## src/rtl/neuron_out_collector.sv

```systemverilog
// Deserialises the neuron's bit-serial OUT frames (8 bits, LSB first) into bytes and queues them in a FWFT FIFO.
// Optional frame counter / spurious-ACK flag enabled by defining NEURON_OUT_COLLECTOR_FRAME_CNT_EN.
module neuron_out_collector #(
  parameter int DEPTH = 4,
  parameter int LW    = $clog2(DEPTH) + 1
) (
  input  logic          CLK,
  input  logic          RST,
  output logic          IN_REQ,
  input  logic          IN_ACK,
  input  logic          IN_DATA,
  output logic          RD_VALID,
  input  logic          RD_READY,
  output logic [7:0]    RD_DATA,
  output logic [LW-1:0] FIFO_LEVEL,
`ifdef NEURON_OUT_COLLECTOR_FRAME_CNT_EN
  output logic [15:0]   FRAME_CNT,
  output logic          DROP_ERR,
`endif
  output logic          FULL
);

  localparam int AW = $clog2(DEPTH);

  typedef enum logic [1:0] {
    ST_IDLE = 2'd0,
    ST_WAIT = 2'd1,
    ST_RECV = 2'd2
  } state_t;

  state_t        state_q, state_d;
  logic          in_req_q, in_req_d;
  // Seven bits suffice: the eighth bit is taken straight from IN_DATA on the final edge.
  logic [6:0]    sr_q, sr_d;
  logic [2:0]    cnt_q, cnt_d;
  logic [AW-1:0] wr_ptr_q, wr_ptr_d;
  logic [AW-1:0] rd_ptr_q, rd_ptr_d;
  logic [LW-1:0] level_q, level_d;
  logic [7:0]    mem_q [DEPTH];

  logic          push;
  logic          pop;
  logic [7:0]    push_data;

  // State register
  always_ff @(posedge CLK or posedge RST) begin
    if (RST) begin
      state_q  <= ST_IDLE;
      in_req_q <= 1'b0;
    end else begin
      state_q  <= state_d;
      in_req_q <= in_req_d;
    end
  end

  // Next-state logic
  always_comb begin
    state_d = state_q;
    unique case (state_q)
      ST_IDLE: if (level_q < LW'(DEPTH)) state_d = ST_WAIT;
      ST_WAIT: if (IN_ACK) state_d = ST_RECV;
      ST_RECV: if (cnt_q == 3'd7) state_d = ST_IDLE;
      default: state_d = ST_IDLE;
    endcase
  end

  // Output / datapath control
  always_comb begin
    in_req_d  = (state_d == ST_WAIT);
    sr_d      = sr_q;
    cnt_d     = cnt_q;
    push      = 1'b0;
    push_data = {IN_DATA, sr_q};
    unique case (state_q)
      ST_WAIT: begin
        if (IN_ACK) begin
          sr_d  = {IN_DATA, sr_q[6:1]};
          cnt_d = 3'd1;
        end
      end
      ST_RECV: begin
        sr_d  = {IN_DATA, sr_q[6:1]};
        cnt_d = cnt_q + 3'd1;
        push  = (cnt_q == 3'd7);
      end
      default: ;
    endcase
  end

  always_ff @(posedge CLK or posedge RST) begin
    if (RST) begin
      sr_q  <= '0;
      cnt_q <= '0;
    end else begin
      sr_q  <= sr_d;
      cnt_q <= cnt_d;
    end
  end

  assign pop = (level_q != '0) && RD_READY;

  always_comb begin
    wr_ptr_d = push ? wr_ptr_q + AW'(1) : wr_ptr_q;
    rd_ptr_d = pop  ? rd_ptr_q + AW'(1) : rd_ptr_q;
    level_d  = level_q;
    if (push && !pop)      level_d = level_q + LW'(1);
    else if (!push && pop) level_d = level_q - LW'(1);
  end

  always_ff @(posedge CLK or posedge RST) begin
    if (RST) begin
      wr_ptr_q <= '0;
      rd_ptr_q <= '0;
      level_q  <= '0;
    end else begin
      wr_ptr_q <= wr_ptr_d;
      rd_ptr_q <= rd_ptr_d;
      level_q  <= level_d;
    end
  end

  // Storage carries no reset; contents are only visible while level_q is non-zero.
  always_ff @(posedge CLK) begin
    if (push) mem_q[wr_ptr_q] <= push_data;
  end

  assign IN_REQ     = in_req_q;
  assign RD_VALID   = (level_q != '0);
  assign RD_DATA    = mem_q[rd_ptr_q];
  assign FIFO_LEVEL = level_q;
  assign FULL       = (level_q == LW'(DEPTH));

`ifdef NEURON_OUT_COLLECTOR_FRAME_CNT_EN
  logic [15:0] frame_cnt_q;
  logic        drop_err_q;

  always_ff @(posedge CLK or posedge RST) begin
    if (RST) begin
      frame_cnt_q <= '0;
      drop_err_q  <= 1'b0;
    end else begin
      if (push) frame_cnt_q <= frame_cnt_q + 16'd1;
      if (IN_ACK && (state_q != ST_WAIT)) drop_err_q <= 1'b1;
    end
  end

  assign FRAME_CNT = frame_cnt_q;
  assign DROP_ERR  = drop_err_q;
`endif

endmodule

```

## config.mk

```make
export PLATFORM = sky130hd
export DESIGN_NAME = neuron_out_collector
export DESIGN_NICKNAME = d
export VERILOG_FILES = /design/src/rtl/neuron_out_collector.sv
export SDC_FILE = /design/constraint.sdc
export NUM_CORES = 1
export LEC_CHECK = 0
export CAP_MARGIN = 25
export CORE_UTILIZATION = 40
export CTS_BUF_LIST = sky130_fd_sc_hd__clkbuf_4
export DETAILED_ROUTE_END_ITERATION = 7
export DONT_BUFFER_PORTS = 1
export GPL_TIMING_DRIVEN = 0
export PLACE_DENSITY_LB_ADDON = 0.25
export SKIP_CTS_REPAIR_TIMING = 1
export SYNTH_ARGS = -nofsm -noshare
export SYNTH_HDL_FRONTEND = slang
export SYNTH_SLANG_ARGS = --single-unit
```

## constraint.sdc

```tcl
create_clock -name CLK -period 2.8 [get_ports CLK]
set_input_delay 0.56 -clock CLK [delete_from_list [all_inputs] [get_ports CLK]]
set_output_delay 0.56 -clock CLK [all_outputs]
set_load 0.02 [all_outputs]
```

==> results_dict.tcl <==
set metrics [dict create \
    core_um2 5107 \
    syn_to_final_growth_pct 6.817 \
    path_clk_slew_ns 0.14 \
    drt_wl_total_um 3243 \
    maxCapViolations 0 \
    io-pin-count 19 \
    cts_buffers 5 \
    crit_fanout 5 \
    grt_pass1_wl_um 5133 \
    clock.fmax_mhz 423.3 \
    grt_max_degree 21 \
    crit_path_start "FIFO_LEVEL[0]" \
    die_w_um 74.64 \
    power_switching_mw 0.8183 \
    drc_errors 0 \
    syn_area_per_cell_um2 17.74 \
    max-vdd-ir-drop_v 0.0003564 \
    cp.required_ns 3.09 \
    fin_crit_sh_pct 84.38 \
    crit_type "flop to flop" \
    first_iter_violations 66 \
    fin_nets 139 \
    avgViaCountPerCell 5.162 \
    tns_ns 0 \
    initial_core_util_pct 41.33 \
    p_seq_share_pct 53.4 \
    syn-num-nets 132 \
    ys_seq_area_share_pct 69.24 \
    dp_cells 189 \
    portBuffers 0 \
    finalCriticalPeriod_ns 2.363 \
    r2r-start "FIFO_LEVEL[0]" \
    cts_tree "done" \
    drt_pre_antenna_iters 4 \
    ys_ff_latch 52 \
    netlist_instances 119 \
    mostFrequentLayoutCell "edfxtp_1" \
    ys_types 26 \
    drive_gt1_share_pct 22.05 \
    n_fill_cell 468 \
    cp.arrival_ns 2.65 \
    min_path_type "primary input to async pin" \
    clock-sinks 52 \
    antenna_found_initial 0 \
    combPwrFrac_pct 32.4 \
    worst_pin_slew_ns 0.7965 \
    rows 26 \
    die_h_um 74.64 \
    power.share.switching_pct 35.60 \
    startpoint_type "flop" \
    clock-root-buffer "clkbuf_4" \
    routabilityCongestion 0.7884 \
    synth-main-ff-cell "edfxtp_1" \
    yosys_warnings 0 \
    final_cell_mix "edfxtp_1, dfrtp_1, mux2_2" \
    die_area_um2 5571 \
    fin_cells 197 \
    setup_viol 0 \
    diodes 0 \
    end_kind "flop" \
    grt_use_total_pct 13.37 \
    clkLatencyLatePin_ns 0.36 \
    final_core_util_pct 44.15 \
    rsz0062_at_grt "false" \
    netlist_area_um2 2111 \
    ys_async_sr_fraction_pct 38.46 \
    p_int_mw 1.480 \
    slew_viol_final 0 \
    p_clk_share_pct 14.2 \
    wl_per_cell_um 16.46 \
    cts-htree-levels 2 \
    dpl.hpwl_um 2200 \
    synth_enable_flop_cells 32 \
    via_count 1017 \
    p_leak_nw 0.8357 \
    status "complete, no violations" \
    skew_ns 0.005522 \
    ant_nets 0 \
    hold_viol 0 \
    grt_pass1_vias 994 \
    powerDensity_nw_per_um2 1020 \
    cts_max_path_buffers 2 \
    grt_overflow 0 \
    relSlewSlack_pct 46.84 \
]
-- worst paths after layout --
| path | depth (start not counted) | slack [ns] | endpoint |
|---|---|---|---|
| max in group asynchronous | 1 | 2.09 | FIFO_LEVEL[1] |
| hold / removal | 1 | 0.22 | sr_q[4] |
| min in group CLK | 0 | 0.28 | mem_q[2][7] |
| hold reg to reg | 0 | 0.53 | mem_q[2][0] |
| setup reg to reg | 8 | 0.44 | FIFO_LEVEL[2] |
| setup / recovery | 8 | 0.44 | FIFO_LEVEL[2] |
-- flip-flops by register name, summed over array words and instances (netlist names) --
name / cells
rd_ptr_q: 2
sr_q: 7
cnt_q: 3
FIFO_LEVEL: 3
state_q: 2
wr_ptr_q: 2
IN_REQ: 1
mem_q: 32
-- cell type report --
class	count	area, µm²	share of cell area (%)
plain buffers	3	20.02	0.8879
clock buffers	6	45.04	1.998
clock inverters	2	11.26	0.4994
inverters	6	22.52	0.9989
multi-input cells	58	606.8	26.91
flip-flops and latches	52	1461	64.82
well taps	70	87.58	3.885
-- synthesized netlist by cell type, drive strengths merged (2+ instances only) --
library cell	n	area, µm²
ha	7	87.58
buf	2	16.26
nor2	4	15.01
nand2	4	15.01
mux4	8	180.2
o22ai	3	18.77
edfxtp	32	960.9
dfrtp	20	500.5
a21oi	2	10.01
xor2	2	17.52
and3	4	25.02
xnor2	4	35.03
inv	6	22.52
a211oi	2	15.01
mux2	9	101.4
-- power groups by stage --
stage          clock, mW  combinational [mW]  sequential (mW)
6_report           0.326               0.744             1.23
5_1_grt            0.368               0.819             1.26
4_1_cts            0.341               0.757             1.23
3_5_place_dp           0               0.757             1.25
3_3_place_gp           0               0.726             1.23
2_1_floorplan          0               0.639             1.20
-- per-layer routing --
layer | part of all wire [%] | up-vias | routed length [µm] | global-route usage (%)
li1 | - | 463 | - | -
met1 | 41 | 535 | 1330 | 15.78
met2 | 55 | 12 | 1773 | 22.82
met3 | 2.1 | 7 | 68 | 2.811
met4 | 2.2 | 0 | 70 | 7.547
met5 | 0 | - | 0 | 0
-- cells by family after synthesis --
kind of cell | synth area share (%)
fa+ha+maj | 5.098
simple gates | 4.564
buf+inv | 2.015
xor+xnor | 2.490
flops | 69.24
mux | 13.34
compound gates | 3.260
-- stage by stage --
| step | hold WS [ns] | setup WS (ns) | instance area (µm²) | total power, mW |
|---|---|---|---|---|
| 6_report | 0.2159 | 0.4375 | 2255 | 2.299 |
| 5_1_grt | 0.2492 | 0.2603 | 2255 | 2.445 |
| 4_1_cts | 0.2324 | 0.4274 | 2255 | 2.326 |
| 3_5_place_dp | 0.5116 | 0.4652 | 2198 | 2.002 |
| 3_3_place_gp | 0.4906 | 0.5002 | 2198 | 1.954 |
| 2_1_floorplan | 0.4724 | 0.5899 | 2111 | 1.835 |
-- critical path, cell delays in order (launching register included) --
cell and delay [ns]:
dfrtp_1 0.53, or3_1 0.55, nand2_1 0.16, ha_1 0.20
inv_1 0.06, fa_1 0.37, xor2_1 0.15, nor2_1 0.11
xor2_1 0.16
Power figures use the tool's default switching activity.
